### src/rtl/poly_horner_bo.sv
// Horner-rule polynomial evaluator: one shared multiply/add step per cycle into a single accumulator.
// Define POLY_HORNER_OVF_EN to build the sticky per-evaluation overflow flag; otherwise ovf is tied low.
module poly_horner_bo #(
   parameter int W   = 16,
   parameter int DEG = 2
) (
   input  logic                 clk,
   input  logic                 rst_n,
   input  logic                 start,
   input  logic [W-1:0]         x,
   input  logic [W*(DEG+1)-1:0] coef,
   output logic                 busy,
   output logic                 done,
   output logic [W-1:0]         result,
   output logic                 ovf
);
   // state | meaning
   // IDLE  | waiting for start; result and ovf hold the last evaluation
   // MUL   | acc <= acc * x
   // ADD   | acc <= acc + c_idx; the idx == 0 pass publishes the result
   typedef enum logic [1:0] {IDLE = 2'd0, MUL = 2'd1, ADD = 2'd2} state_t;

   localparam int IW = (DEG > 1) ? $clog2(DEG) : 1;

   state_t           state_q;
   logic [W-1:0]     x_q;
   logic [W*DEG-1:0] coef_q;
   logic [W-1:0]     acc_q;
   logic [IW-1:0]    idx_q;
   logic [W-1:0]     result_q;
   logic             done_q;
   logic [W-1:0]     c_sel;

   // c_DEG goes straight into the accumulator at start, so only c_0..c_DEG-1 are snapshotted.
   always_comb begin
      c_sel = '0;
      for (int i = 0; i < DEG; i++) begin
         if (idx_q == IW'(i)) c_sel = coef_q[W*i +: W];
      end
   end

`ifdef POLY_HORNER_OVF_EN
   logic [2*W-1:0] prod;
   logic [W:0]     sum;
   logic           ovf_q;

   assign prod = {{W{1'b0}}, acc_q} * {{W{1'b0}}, x_q};
   assign sum  = {1'b0, acc_q} + {1'b0, c_sel};
   assign ovf  = ovf_q;

   always_ff @(posedge clk or negedge rst_n) begin
      if (!rst_n) begin
         ovf_q <= 1'b0;
      end else begin
         case (state_q)
            IDLE:    if (start) ovf_q <= 1'b0;
            MUL:     if (|prod[2*W-1:W]) ovf_q <= 1'b1;
            ADD:     if (sum[W]) ovf_q <= 1'b1;
            default: ovf_q <= ovf_q;
         endcase
      end
   end
`else
   logic [W-1:0] prod;
   logic [W-1:0] sum;

   assign prod = acc_q * x_q;
   assign sum  = acc_q + c_sel;
   assign ovf  = 1'b0;
`endif

   always_ff @(posedge clk or negedge rst_n) begin
      if (!rst_n) begin
         state_q  <= IDLE;
         x_q      <= '0;
         coef_q   <= '0;
         acc_q    <= '0;
         idx_q    <= '0;
         result_q <= '0;
         done_q   <= 1'b0;
      end else begin
         done_q <= 1'b0;
         case (state_q)
            IDLE: begin
               if (start) begin
                  x_q     <= x;
                  coef_q  <= coef[W*DEG-1:0];
                  acc_q   <= coef[W*DEG +: W];
                  idx_q   <= IW'(DEG - 1);
                  state_q <= MUL;
               end
            end
            MUL: begin
               acc_q   <= prod[W-1:0];
               state_q <= ADD;
            end
            ADD: begin
               acc_q <= sum[W-1:0];
               if (idx_q == '0) begin
                  result_q <= sum[W-1:0];
                  done_q   <= 1'b1;
                  state_q  <= IDLE;
               end else begin
                  idx_q   <= idx_q - IW'(1);
                  state_q <= MUL;
               end
            end
            default: state_q <= IDLE;
         endcase
      end
   end

   assign busy   = (state_q != IDLE);
   assign done   = done_q;
   assign result = result_q;

endmodule

### config.mk
export PLATFORM = sky130hd
export DESIGN_NAME = poly_horner_bo
export DESIGN_NICKNAME = d
export VERILOG_FILES = /design/src/rtl/poly_horner_bo.sv
export SDC_FILE = /design/constraint.sdc
export NUM_CORES = 1
export LEC_CHECK = 0
export ABC_CLOCK_PERIOD_IN_PS = 12300
export CAP_MARGIN = 20
export CORE_MARGIN = 10
export CORE_UTILIZATION = 55
export DETAILED_ROUTE_END_ITERATION = 8
export PLACE_DENSITY_LB_ADDON = 0.05
export REMOVE_ABC_BUFFERS = 1
export SLEW_MARGIN = 25
export SYNTH_ARGS = -nofsm -noshare
export SYNTH_HDL_FRONTEND = slang
export SYNTH_SLANG_ARGS = --single-unit
### constraint.sdc
create_clock -name clk -period 12.3 [get_ports clk]
set_clock_uncertainty 0.2 [all_clocks]
set_input_delay 2.46 -clock clk [delete_from_list [all_inputs] [get_ports clk]]
set_output_delay 2.46 -clock clk [all_outputs]
set_load 0.05 [all_outputs]
==> results.json <==
{
  "status": "finished, final reports clean",
  "route.detailed.drc": 0,
  "whs_path_depth": 2,
  "rows": 44,
  "hp-class": "reg2reg",
  "use_met3_pct": 4.94,
  "grt_pass1_wl_um": 33800,
  "cts_buffers": 9,
  "synth_adder_area_share_pct": 30.0,
  "drt-vias-per-instance": 5.57,
  "grt_max_degree": 59,
  "cp-start-kind": "register",
  "yosys_warnings": 0,
  "syn2layout_area_growth_pct": 14.9,
  "fin_nets": 1133,
  "yosysTopAreaCellShare_pct": 25.5,
  "slew_violations": 0,
  "setup_violations": 0,
  "avgSynthCellArea_um2": 9.64,
  "use_met1_pct": 25.4,
  "die_area_um2": 20300,
  "post_dp_cell_area_um2": 9200,
  "worstMarginPinSlew_ns": 0.900,
  "rsz0062_at_grt": "false",
  "wl_per_cell_um": 18.5,
  "grt.total_usage_pct": 20.8,
  "async_reset_ff_share_pct": 100,
  "synth_area_leaders": "dfrtp_1 25%, fa_1 20%, ha_1 10%, mux2_2 9.6%, inv_1 5.5%",
  "clock_latency_ns": 0.35,
  "crit_type": "reg2reg",
  "cts_root_buf": "clkbuf_16",
  "relSlewSlack_pct": 40.0,
  "fmax_mhz": 165,
  "placed_cells": 1090,
  "fin_crit_ns": 6.08,
  "synth_xor_area_share_pct": 5.46,
  "use_met2_pct": 35.3,
  "dp_hpwl_um": 16000,
  "worst_ep_required_time_ns": 12.33,
  "totalWireLength_um": 20500,
  "floorplan.initialDensity_pct": 56.6,
  "antenna_cells": 0,
  "die-height_um": 142,
  "overflow": 0,
  "synth_top_area_cell": "dfrtp_1",
  "ys_ff_latch": 84,
  "r2r_cells": 18,
  "grt_pass1_vias": 6727,
  "antenna_found_initial": 0,
  "dr.pass1.iters": 5,
  "clk_pin_slew_worst_paths_ns": 0.07,
  "synth_compound_area_share_pct": 7.26,
  "post_cts_buffers": 0,
  "hold_viol": 0,
  "cp-end-kind": "register",
  "drive_gt1_share_pct": 10.5,
  "cts_tree": "yes",
  "htreeDepth": 3,
  "final.period_utilization_pct": 49.4,
  "cts_sinks": 84,
  "port_buffers": 84,
  "ant_nets": 0,
  "fin_tns_setup_ns": 0,
  "final.setup.worst_slack_ns": 6.22,
  "finalNonFillerCells": 1106,
  "yosysSeqAreaShare_pct": 25.5,
  "ios": 86,
  "synth.distinct_cells": 49,
  "cts-hold-fix-buffers": 0,
  "crit_fanout": 16,
  "netlist_area_um2": 8250,
  "yosysMostFrequentCell": "inv_1",
  "synth-edff-count": 0,
  "worst_ep_arrival_time_ns": 6.11,
  "yosys.area_share.simple_pct": 14.7,
  "synth_common_cells": "121 x inv_1, 109 x nand2_1, 84 x dfrtp_1",
  "maxCapViolations": 0,
  "die_w_um": 142,
  "synthMuxAreaShare_pct": 9.80,
  "postSynthCellCount": 856,
  "final_area_um2": 9480,
  "gr-max-usage-layer": "met2",
  "ys.flop_type": "dfrtp_1",
  "synth_top_family_by_area": "adder cells",
  "fillers": 1227,
  "pre_cts_ws_ns": 6.24,
  "core_um2": 14600,
  "clockBufferDepth": 2,
  "post_cts_resized": 0,
  "vias": 6165,
  "dr.first_iter.drc_count": 392,
  "place_congestion": 0.890
}
## final timing paths
kind / from / endpoint / slack, ns
setup reg to reg: x_q[1] / acc_q[15] / 6.22
max in group asynchronous: rst_n / acc_q[9] / 9.00
setup / recovery: x_q[1] / acc_q[15] / 6.22
hold reg to reg: result[9] / result[9] / 0.28
min in group asynchronous: rst_n / coef_q[17] / 1.82
hold / removal: result[9] / result[9] / 0.28
## cell type report
cell class              count  area, um2  share of cell area (%)
well taps                 184        230                    2.43
multi-input cells         614       5550                    58.6
inverters                 122        458                    4.83
repair buffers             86        853                    9.00
clock inverters             5       42.5                   0.449
flip-flops and latches     84       2100                    22.2
clock buffers              11        243                    2.56
## through the flow
stage | hold WS, ns | util (%)
6_report | 0.279 | 65.0
4_1_cts | 0.285 | 65.0
5_1_grt | 0.312 | 65.0
2_1_floorplan | 0.274 | -
3_5_place_dp | 0.269 | 63.0
3_3_place_gp | 0.264 | 63.0
## kinds of logic after synthesis
family,Yosys count
AOI/OAI and AO/OA,94
xor gates and xnor gates,49
adders and majority gates,149
buffers and inverters,158
DFF,84
muxes,72
other,1
and+or+nand+nor,249
## critical path: stages, from the launching register on
cell and delay [ns]:
dfrtp_1 0.56, and2_1 0.26, fa_1 0.54, inv_1 0.06, fa_1 0.53, inv_1 0.06, fa_1 0.48, fa_1 0.55
inv_1 0.05, fa_1 0.45, fa_1 0.42, xor2_1 0.17, xnor2_1 0.22, xnor2_1 0.12, xnor2_1 0.24, xnor3_1 0.38
or4_1 0.43, a31oi_1 0.18, a21oi_1 0.08
## sequential cells by signal, summed over array words and instances (netlist names)
signal / cells
done: 1
acc_q: 16
coef_q: 32
result: 16
x_q: 16
idx_q: 1
state_q: 2
## layout by cell type (no fill, tap or decap), types with 4 or more instances in the layout
cell,synthesis,routed
nand3_1,10,10
nand2b_1,8,8
nor3_1,17,17
a21oi_1,20,20
ha_1,68,68
dfrtp_1,84,84
o21ai_0,32,32
or3_1,6,6
mux2_2,70,70
o31ai_1,4,4
nor2_1,18,18
nand2_1,109,108
inv_1,121,121
o21bai_1,4,4
clkdlybuf4s50_1,0,83
xnor2_1,30,30
xor2_1,17,17
o211ai_1,6,6
fa_1,81,81
a21o_1,4,4
and2_1,67,67
nor2b_1,4,4
clkbuf_16,0,9
## routing by layer
| metal | wire length, um | part of all wire [%] | up-vias |
|---|---|---|---|
| met2 | 10100 | 49 | 190 |
| met5 | 0 | 0 | - |
| met1 | 8680 | 42 | 3063 |
| li1 | - | - | 2875 |
| met4 | 448 | 2.2 | 0 |
| met3 | 1300 | 6.4 | 37 |
Power is not shown: default switching activity piles up to over one toggle a cycle in this logic, so the estimate is an artifact.
